## config.mk

```make
export PLATFORM = sky130hd
export DESIGN_NAME = seq_word_serializer
export DESIGN_NICKNAME = d
export VERILOG_FILES = /design/src/rtl/seq_det_pkg.sv /design/src/rtl/seq_word_serializer_bit_period_div.sv /design/src/rtl/seq_word_serializer.sv
export SDC_FILE = /design/constraint.sdc
export NUM_CORES = 1
export LEC_CHECK = 0
export ABC_CLOCK_PERIOD_IN_PS = 1890
export CAP_MARGIN = 20
export CORE_MARGIN = 2
export CORE_UTILIZATION = 40
export CTS_CLUSTER_DIAMETER = 30
export DETAILED_ROUTE_END_ITERATION = 10
export PLACE_DENSITY_LB_ADDON = 0.08
export SETUP_SLACK_MARGIN = 0.1
export SYNTH_ARGS = -nofsm -noshare
export SYNTH_HDL_FRONTEND = slang
export SYNTH_HIERARCHICAL = 1
export SYNTH_SLANG_ARGS = --single-unit
```

## constraint.sdc

```tcl
create_clock -name clk -period 1.89 [get_ports clk]
set_clock_uncertainty 0.15 [all_clocks]
set_input_delay 0.567 -clock clk [delete_from_list [all_inputs] [get_ports clk]]
set_output_delay 0.567 -clock clk [all_outputs]
set_load 0.05 [all_outputs]
```

## src/rtl/seq_det_pkg.sv

```systemverilog
// ---------------------------------------------------------------------------
// seq_det_pkg
//   Shared definitions for the 1011 sequence-detector slice: the word
//   serializer FSM encoding, the default serializer geometry (also used by
//   the detector's testbench), and a counter-width helper.
// ---------------------------------------------------------------------------
package seq_det_pkg;

  // Serializer FSM: either waiting for a word or shifting one out.
  typedef enum logic {
    ST_IDLE  = 1'b0,
    ST_SHIFT = 1'b1
  } ser_state_t;

  // Default serializer geometry shared with the detector testbench.
  localparam int SER_WIDTH = 8;
  localparam int SER_DIV   = 1;

  // Width of a counter that runs 0..n-1. A count range of one still needs a
  // one-bit register ($clog2(1) would give zero).
  function automatic int cnt_width(input int n);
    return (n > 1) ? $clog2(n) : 1;
  endfunction

endpackage

```

## src/rtl/seq_word_serializer_bit_period_div.sv

```systemverilog
// ---------------------------------------------------------------------------
// bit_period_div
//   Divides the clock into bit periods of DIV cycles and flags the first and
//   last cycle of each period. The flags are registered and describe the
//   current cycle.
// Ports
//   clk           in   clock, rising edge
//   reset         in   asynchronous, active-high reset
//   restart       in   a new word loads at this edge: next cycle opens period 0
//   en            in   the current word keeps shifting past this edge
//   period_start  out  current cycle is the first cycle of a bit period
//   period_end    out  current cycle is the last cycle of a bit period
// With neither restart nor en the divider parks at zero with both flags low.
// ---------------------------------------------------------------------------
module bit_period_div
  import seq_det_pkg::*;
#(
  parameter int DIV = SER_DIV
) (
  input  logic clk,
  input  logic reset,
  input  logic restart,
  input  logic en,
  output logic period_start,
  output logic period_end
);

  localparam int            CW       = cnt_width(DIV);
  localparam logic [CW-1:0] CNT_LAST = CW'(DIV - 1);
  localparam logic [CW-1:0] CNT_ZERO = {CW{1'b0}};

  logic [CW-1:0] div_cnt_r;
  logic [CW-1:0] div_cnt_nxt_s;
  logic          period_start_r;
  logic          period_end_r;

  // Next position inside the bit period; wraps after the last cycle.
  always_comb begin
    div_cnt_nxt_s = CNT_ZERO;
    if (period_end_r) begin
      div_cnt_nxt_s = CNT_ZERO;
    end else begin
      div_cnt_nxt_s = div_cnt_r + CW'(1);
    end
  end

  // Divider count and the registered period flags for the coming cycle.
  always_ff @(posedge clk or posedge reset) begin
    if (reset) begin
      div_cnt_r      <= CNT_ZERO;
      period_start_r <= 1'b0;
      period_end_r   <= 1'b0;
    end else if (restart) begin
      div_cnt_r      <= CNT_ZERO;
      period_start_r <= 1'b1;
      period_end_r   <= (CNT_LAST == CNT_ZERO);
    end else if (en) begin
      div_cnt_r      <= div_cnt_nxt_s;
      period_start_r <= (div_cnt_nxt_s == CNT_ZERO);
      period_end_r   <= (div_cnt_nxt_s == CNT_LAST);
    end else begin
      div_cnt_r      <= CNT_ZERO;
      period_start_r <= 1'b0;
      period_end_r   <= 1'b0;
    end
  end

  assign period_start = period_start_r;
  assign period_end   = period_end_r;

endmodule

```

## src/rtl/seq_word_serializer.sv

```systemverilog
// ---------------------------------------------------------------------------
// seq_word_serializer
//   Feeds the 1011 sequence detector. Takes parallel words over a valid/ready
//   handshake and shifts them out on x, one bit per DIV-cycle bit period.
//   A one-word pending buffer lets the next word follow the current one with
//   no idle gap, so patterns spanning word boundaries remain visible.
// Parameters
//   WIDTH      bits per word (>= 2)
//   DIV        clocks per bit period (>= 1)
//   MSB_FIRST  1: in_data[WIDTH-1] leaves first; 0: in_data[0] leaves first
//   IDLE_BIT   level of x while no word is being sent
// Ports
//   clk         in   clock, rising edge
//   reset       in   asynchronous, active-high reset
//   in_data     in   word to serialize, sampled on the accept edge
//   in_valid    in   in_data is valid
//   in_ready    out  pending buffer empty; accept = in_valid & in_ready
//   x           out  serial bit (registered)
//   bit_strobe  out  first cycle of each bit period
//   word_done   out  last cycle of a word's final bit period
//   busy        out  a word is shifting
// ---------------------------------------------------------------------------
module seq_word_serializer
  import seq_det_pkg::*;
#(
  parameter int WIDTH     = SER_WIDTH,
  parameter int DIV       = SER_DIV,
  parameter bit MSB_FIRST = 1'b1,
  parameter bit IDLE_BIT  = 1'b0
) (
  input  logic             clk,
  input  logic             reset,
  input  logic [WIDTH-1:0] in_data,
  input  logic             in_valid,
  output logic             in_ready,
  output logic             x,
  output logic             bit_strobe,
  output logic             word_done,
  output logic             busy
);

  localparam int             BCW        = cnt_width(WIDTH);
  localparam logic [BCW-1:0] BIT_ZERO   = {BCW{1'b0}};
  localparam logic [BCW-1:0] BIT_PENULT = BCW'(WIDTH - 2);

  // Bit that leaves the shift register first.
  function automatic logic lead_bit(input logic [WIDTH-1:0] w);
    return MSB_FIRST ? w[WIDTH-1] : w[0];
  endfunction

  // Shift register contents after one bit has left.
  function automatic logic [WIDTH-1:0] advance(input logic [WIDTH-1:0] w);
    return MSB_FIRST ? {w[WIDTH-2:0], 1'b0} : {1'b0, w[WIDTH-1:1]};
  endfunction

  ser_state_t       state_r;
  logic [WIDTH-1:0] shreg_r;
  logic [BCW-1:0]   bit_cnt_r;
  logic             final_bit_r;   // current bit is the word's last one
  logic [WIDTH-1:0] pend_data_r;
  logic             pend_valid_r;
  logic             x_r;
  logic             busy_r;

  logic             shifting_s;
  logic             accept_s;
  logic             period_start_s;
  logic             period_end_s;
  logic             word_end_s;
  logic             step_s;
  logic             load_s;
  logic             div_en_s;
  logic [WIDTH-1:0] load_word_s;

  assign shifting_s = (state_r == ST_SHIFT);
  assign accept_s   = in_valid & ~pend_valid_r;

  // Final cycle of the final bit period of the current word.
  assign word_end_s = shifting_s & period_end_s & final_bit_r;
  // A bit period closes but more bits of the word remain.
  assign step_s     = shifting_s & period_end_s & ~final_bit_r;

  // A word enters the shift register at this edge: straight from the
  // handshake when idle, or at a word boundary from pending (if full) or
  // from the handshake (bypassing the empty pending buffer).
  assign load_s   = (~shifting_s & accept_s) |
                    (word_end_s & (pend_valid_r | accept_s));
  assign div_en_s = shifting_s & ~word_end_s;

  // Pending is only ever full while shifting, so it has priority whenever set.
  always_comb begin
    load_word_s = {WIDTH{1'b0}};
    if (pend_valid_r) begin
      load_word_s = pend_data_r;
    end else begin
      load_word_s = in_data;
    end
  end

  bit_period_div #(
    .DIV (DIV)
  ) u_div (
    .clk          (clk),
    .reset        (reset),
    .restart      (load_s),
    .en           (div_en_s),
    .period_start (period_start_s),
    .period_end   (period_end_s)
  );

  // FSM, shift register, bit counter, pending buffer and registered x/busy.
  always_ff @(posedge clk or posedge reset) begin
    if (reset) begin
      state_r      <= ST_IDLE;
      busy_r       <= 1'b0;
      x_r          <= IDLE_BIT;
      shreg_r      <= {WIDTH{1'b0}};
      bit_cnt_r    <= BIT_ZERO;
      final_bit_r  <= 1'b0;
      pend_data_r  <= {WIDTH{1'b0}};
      pend_valid_r <= 1'b0;
    end else begin
      case (state_r)
        ST_IDLE: begin
          if (accept_s) begin
            state_r <= ST_SHIFT;
            busy_r  <= 1'b1;
          end else begin
            state_r <= ST_IDLE;
            busy_r  <= 1'b0;
          end
        end
        ST_SHIFT: begin
          if (word_end_s && !load_s) begin
            state_r <= ST_IDLE;
            busy_r  <= 1'b0;
          end else begin
            state_r <= ST_SHIFT;
            busy_r  <= 1'b1;
          end
        end
        default: begin
          state_r <= ST_IDLE;
          busy_r  <= 1'b0;
        end
      endcase

      // Shift datapath; x always shows the bit at the head of the register.
      if (load_s) begin
        shreg_r     <= load_word_s;
        bit_cnt_r   <= BIT_ZERO;
        final_bit_r <= 1'b0;
        x_r         <= lead_bit(load_word_s);
      end else if (step_s) begin
        shreg_r     <= advance(shreg_r);
        bit_cnt_r   <= bit_cnt_r + BCW'(1);
        final_bit_r <= (bit_cnt_r == BIT_PENULT);
        x_r         <= lead_bit(advance(shreg_r));
      end else if (word_end_s) begin
        final_bit_r <= 1'b0;
        x_r         <= IDLE_BIT;
      end else begin
        shreg_r     <= shreg_r;
      end

      // Pending buffer: drained at a word boundary, filled mid-word.
      if (word_end_s && pend_valid_r) begin
        pend_valid_r <= 1'b0;
      end else if (shifting_s && !word_end_s && accept_s) begin
        pend_valid_r <= 1'b1;
        pend_data_r  <= in_data;
      end else begin
        pend_valid_r <= pend_valid_r;
      end
    end
  end

  assign in_ready   = ~pend_valid_r;
  assign x          = x_r;
  assign busy       = busy_r;
  assign bit_strobe = period_start_s;
  assign word_done  = word_end_s;

endmodule

```

Word level (Yosys, flattened, before mapping)
Index checks and enable logic that the tools add are counted.

cells by class
  muxes and demuxes = 20
  reduce and logical (&&, ||, !) cells = 10
  add/subtract/negate cells = 2
  bitwise logic cells = 15
  equal/unequal tests = 1

operators with widths
  operator             count
  $mux 1               14
  $mux 7               2
  $mux 8               1
  $and 1x1->1          7
  $mux 3               2
  $not 1->1            6
  $logic_and 1x1->1    4
  $reduce_bool 2->1    2
  $add 3x1->3 const B  1
  $eq 3x3->1 const B   1
  $reduce_bool 3->1    1
  $logic_not 1->1      2
  $or 1x1->1           2
  $pmux 1 s2           1
  $reduce_and 2->1     1
  $add 1x1->1 const B  1

word-level totals
  flip-flop bits (word level) = 24
  input bits = 11
  output and inout port bits = 5
  logic and storage cells = 57

Longest topological paths before layout
Gate-level depths: netlist of the first run.

  depth after elaboration = 9
  mapped depth = 5
  gate-level depth less buffers = 5

Cells and area by module
Netlist of the first run, hierarchy kept.

by module, submodules not included
  module               area an instance (um2)  cells each  seq. area each (um2)  instances
  seq_word_serializer  1116.1                  91          550.5                 1
  bit_period_div       87.6                    7           50.0                  1

Worst setup path before layout of the first run
OpenSTA, ideal clock, no wires.

  path type = register to output
  start = reg busy (netlist name)
  end = out word_done
  path buffers = 1
  data required time = 1173 ps
  cell stages (with the launch flop) = 3
  setup slack = -126 ps
  data arrival time = 1299 ps
  cell sequence = dfrtp_1 -> buf_6 -> and3_1

RTL lines
  element    line                       text
  to (decl)  seq_word_serializer.sv:38  output logic word_done,

Worst setup path after layout of the first run
  start = reg final_bit_r
  end = out word_done

on the way
  cells in the longest elaborated chain, start to end = 1

RTL lines
  element                 line                        text
  from (decl)             seq_word_serializer.sv:59   logic final_bit_r;
  from (signal assigned)  seq_word_serializer.sv:157  final_bit_r <= (bit_cnt_r == BIT_PENULT);
  $and 1x1->1             seq_word_serializer.sv:79   assign word_end_s = shifting_s & period_end_s & final_bit_r;

No other way between the ends.

==> results of run 1 <==
[kinds of logic (layout without fill, tap and decap cells)]
kind of cell / after synthesis / count (layout) / synth area share
AOI/OAI and AO/OA: 15 / 15 / 0.0904
adders and majority gates: 2 / 2 / 0.0208
buffers and inverters: 12 / 37 / 0.0530
DFF: 24 / 24 / 0.499
muxes: 26 / 26 / 0.225
and+or+nand+nor: 19 / 19 / 0.112
[state kept, by name, indices dropped and copies added (netlist names)]
name and cells:
shreg_r 7, u_div/period_end 1, final_bit_r 1, bit_cnt_r 3
x 1, pend_valid_r 1, busy 1, pend_data_r 8
u_div/div_cnt_r 1
[what timing repair did]
item	4_1_cts	5_1_grt
endpoints found under the setup margin	10	4
setup buffers	3	2
resized for setup	4	2
[area by class of cell]
type,count,area share
clock buffer,4,0.0234
inverter,8,0.0226
multi-input combinational,62,0.351
sequential,24,0.391
tap,31,0.0250
timing repair buffer,25,0.187
[metrics by stage]
stage | hold WS, ps | total power [mW]
after CTS | 252 | 2.25
after global placement | 288 | 1.90
after detailed placement | 301 | 1.94
after global routing | 260 | 2.44
final | 263 | 2.24
after floorplan | 158 | 1.58
[power by group]
group          switching [mW]  internal (mW)  total [mW]  leakage (nW)
clock network           0.150          0.118       0.268        0.0210
logic                   0.535          0.575        1.11         0.423
registers               0.129          0.734       0.863         0.292
[cell usage in the layout (no fill, tap or decap), drive strengths merged]
cell type      count
o211ai             1
mux2               8
a21boi             1
or3                2
and4b              1
nor4b              1
nand3b             1
inv                8
nor2               1
a21oi              5
nand2              8
ha                 2
clkbuf             4
or2                1
buf               15
and3               1
a211oi             2
o221ai             2
nand2b             2
mux2i             18
o21ai              4
dfrtp             24
and3b              1
dlygate4sd2        1
clkdlybuf4s50      9
[layer usage]
metal	vias to the layer above	share of wire	track usage
met4	0	0.0075	0.0682
met1	375	0.47	0.190
met2	12	0.48	0.263
li1	395	-	-
met3	2	0.035	0.0198
met5	-	0	0
[worst paths after layout]
| kind | startpoint | end | slack, ps |
|---|---|---|---|
| hold reg to reg | u_div/div_cnt_r$_DFF_PP0_ | u_div/div_cnt_r$_DFF_PP0_ | 320 |
| hold / removal | reset | u_div/period_end$_DFF_PP0_ | 260 |
| setup / recovery | final_bit_r$_DFFE_PP0P_ | word_done | 100 |
| max in group asynchronous | reset | final_bit_r$_DFFE_PP0P_ | 900 |
| min in group clk | u_div/div_cnt_r$_DFF_PP0_ | u_div/div_cnt_r$_DFF_PP0_ | 320 |
| setup reg to reg | busy$_DFF_PP0_ | shreg_r[2]$_DFFE_PP0P_ | 260 |
==> impl_metrics.yaml, run 1 <==
sta:
  max_slew_margin: 0.805
  hold_viol: 0
  finalSetupTns_ps: 0
  tightest_slew_ps: 293
  post-route-min-period_ps: 1790
  setup_ws_ps: 99.3
  period_share: 0.947
  final-max-slew-violation-count: 0
  rsz0062_at_grt: "true"
  max_clock_freq_ghz: 0.558
  setup_viol: 0
synth:
  syn_inst: 98
  synth_common_cells: "dfrtp_1, mux2i_1, mux2_2, inv_1, nand2_1"
  synth_top_cell_area_share: 0.499
  ys_ff_latch: 24
  syn_nets: 111
  synth.distinct_cells: 27
  ys_seq_area_frac: 0.499
  yosys_warnings: 6
  synth_edf_count: 0
  syn-mean-instance-area_um2: 12.3
  yosysTopAreaCell: "dfrtp_1"
  synth.most_common_cell: "dfrtp_1"
  ys_top_cells_by_area: "dfrtp_1, mux2i_1, mux2_2"
  netlist_area_um2: 1200
  synthArstFlopShare: 1.00
  ys.flop_type: "dfrtp_1"
floorplan:
  num_io_pins: 16
  initial_core_util: 0.429
  num_rows: 19
  dieWidth_um: 58.9
  die_h_um: 58.9
  dieArea_um2: 3460
  core-area_um2: 2810
route:
  first_iter_violations: 23
  drc: 2
  routed_wirelength_um: 2140
  detail-route-antenna-nets: 0
  drt_pass1_iterations: 6
  wl_per_cell_um: 13.9
  via_per_inst: 5.09
  vias: 784
placement:
  post-place-cells: 145
  place_area_um2: 1470
  numPortBuffers: 15
  hpwl_um: 1540
  detailedPlace.worstSlack_ps: -297
  gp_congestion: 0.749
power:
  leakagePower_nw: 0.736
  power_density_nw_per_um2: 1450
  irDropWorstVdd_mv: 0.807
finish:
  syn_to_final_growth_pct: 28.8
  finalInstanceArea_um2: 1550
  n_antenna_cell: 0
  final-seq-area_um2: 606
  layout-drive-gt1-share: 0.317
  multi_input_area_um2: 544
  fin_util: 0.553
  num-nets-final: 137
  final_cells: 154
  n_fill_cell: 252
clock_tree:
  clock-sinks: 24
  cts_inserted_buffers: 3
  holdBufCountCts: 0
  cts-root-buf: "clkbuf_4"
  clk_pin_slew_worst_paths_ps: 130
  htree_num_levels: 1
  cts_tree: "built"
  clk_latency_ps: 310
  clockBufferDepth: 2
setup_path:
  crit_path_end_kind: "output port"
  cp_num_buf_inv: 1
  path_cells: "and3_4 -> buf_12"
  cp_max_fo: 2
  crit_type: "reg2out"
  critPathTopFamily: "flip-flops"
  startpoint_type: "flip-flop"
  slowest_stage: "dfrtp_2"
  arrival_ps: 1070
  max_stage_delay_ps: 430
  worst_ep_required_time_ps: 1170
  cp.depth: 2
  r2r_cells: 5
global_routing:
  grt_pass1_wl_um: 3890
  grt_pass1_vias: 830
  antenna_found_initial: 0
  grt_overflow_total: 0
  grt_util_all_layers: 0.153
  grt_start_max_net_pins: 23
hold_path:
  hold_path_class: "in2async"
outcome:
  outcome: "finished, violations left"
  violations: "DRC"
run:
  cap_viol_max_count: 0
(Power assumes the default switching activity.)
==> run 2: changes to the inputs <==
- ABC_CLOCK_PERIOD_IN_PS: 1890 -> 1690
- clock period: 1.89 -> 1.69 ns (I/O delays scaled with it)
==> impl_metrics.yaml, run 2 (synthesis gave the netlist of run 1 again) <==
floorplan:
  die_h_um: 58.9
  dieWidth_um: 58.9
  core-area_um2: 2810
  initial_core_util: 0.429
  num_rows: 19
  dieArea_um2: 3460
  num_io_pins: 16
route:
  drc: 1
  drt_pass1_iterations: 7
  detail-route-antenna-nets: 0
  routed_wirelength_um: 2250
  vias: 830
  via_per_inst: 5.32
  first_iter_violations: 22
  wl_per_cell_um: 14.4
finish:
  n_antenna_cell: 0
  final-seq-area_um2: 606
  n_fill_cell: 266
  largest_register_ffs: 8
  layout-drive-gt1-share: 0.360
  regMostFlops: "pend_data_r"
  multi_input_area_um2: 561
  syn_to_final_growth_pct: 32.2
  layout_common_cells: "dfrtp_1, mux2i_1, clkdlybuf4s50_1, buf_4, mux2_2"
  num-nets-final: 139
  final_common_cell: "dfrtp_1"
  finalInstanceArea_um2: 1590
  top_regs: "pend_data_r x8, shreg_r x7, bit_cnt_r x3"
sta:
  post-route-min-period_ps: 1740
  hold_viol: 0
  rsz0062_at_grt: "true"
  setup_ws_ps: -46.0
  final-max-slew-violation-count: 0
  tightest_slew_ps: 210
  max_clock_freq_ghz: 0.576
  finalSetupTns_ps: -134
  max_slew_margin: 0.856
  setup_viol: 3
  period_share: 1.03
power:
  irDropWorstVdd_mv: 0.800
  power_density_nw_per_um2: 1630
  p_total_mw: 2.59
  leakagePower_nw: 0.763
clock_tree:
  clock-sinks: 24
  clockBufferDepth: 2
  htree_num_levels: 1
  clk_latency_ps: 310
  clk_pin_slew_worst_paths_ps: 130
  cts_inserted_buffers: 3
  holdBufCountCts: 0
  cts-root-buf: "clkbuf_4"
  cts_tree: "built"
setup_path:
  max_stage_delay_ps: 430
  crit_path_end_kind: "output port"
  arrival_ps: 1080
  r2r_cells: 4
  worst_ep_required_time_ps: 1030
  crit_type: "reg2out"
  cp_max_fo: 2
  startpoint_type: "flip-flop"
  slowest_stage: "dfrtp_2"
  path_cells: "and3_4 -> buf_12"
global_routing:
  antenna_found_initial: 0
  grt_pass1_vias: 864
  grt_pass1_wl_um: 4120
  grt_start_max_net_pins: 23
  grt_util_all_layers: 0.162
  grt_overflow_total: 0
placement:
  hpwl_um: 1590
  numPortBuffers: 15
  place_area_um2: 1490
  gp_congestion: 0.730
run:
  cap_viol_max_count: 0
outcome:
  outcome: "finished, violations left"
  violations: "DRC, setup timing"
hold_path:
  hold_path_class: "in2async"
run 2: cell count changes in the layout (fill, tap and decap cells not counted), sizes merged:
cell	change
buf	+1
inv	+1
run 2: critical path: cells and delay by family (launching register included):
kind | cells | cell delay [ps]
buf+inv | 1 | 140
simple gates | 1 | 190
flops | 1 | 430
run 2: path summary, 6_finish.rpt:
kind | startpoint | to | slack (ps)
max | busy$_DFF_PP0_ | word_done | -50
min | reset | u_div/period_end$_DFF_PP0_ | 200
max reg2reg | final_bit_r$_DFFE_PP0P_ | pend_data_r[6]$_DFFE_PP0P_ | 80
min reg2reg | u_div/div_cnt_r$_DFF_PP0_ | u_div/div_cnt_r$_DFF_PP0_ | 320
max in group asynchronous | reset | pend_valid_r$_DFFE_PP0P_ | 860
min in group clk | u_div/div_cnt_r$_DFF_PP0_ | u_div/div_cnt_r$_DFF_PP0_ | 320
run 2: per-layer routing:
metal / vias up / global-route usage / part of all wire
met3: 2 / 0.0220 / 0.036
met2: 12 / 0.270 / 0.51
met5: - / 0 / 0
li1: 406 / - / -
met1: 410 / 0.215 / 0.44
met4: 0 / 0.0617 / 0.0075
run 2: power breakdown:
group	switching (mW)	internal, mW
logic	0.646	0.681
clock network	0.172	0.131
registers	0.142	0.821
total	0.960	1.63
run 2: cell type report:
cell class | instances | share of cell area
Timing Repair Buffer | 26 | 0.193
Clock buffer | 4 | 0.0228
Tap cell | 31 | 0.0244
Inverter | 8 | 0.0236
Timing Repair inverter | 1 | 0.00393
Sequential cell | 24 | 0.381
Multi-Input combinational cell | 62 | 0.352
run 2: metrics by stage:
step	util	std cells	setup slack [ps]	hold WS [ps]
after floorplan	-	98	1.81	98.2
after global routing	0.567	156	-105	191
after detailed placement	0.530	146	-373	309
after CTS	0.559	155	-49.1	198
final	0.567	156	-46.0	201
after global placement	0.530	146	-355	286
run 2: what timing repair did:
action / CTS / global route
buffers inserted: 4 / 1
resized for setup: 7 / 6
pin swaps: 0 / 1
setup endpoints to repair: 22 / 26
gates cloned: 1 / 0
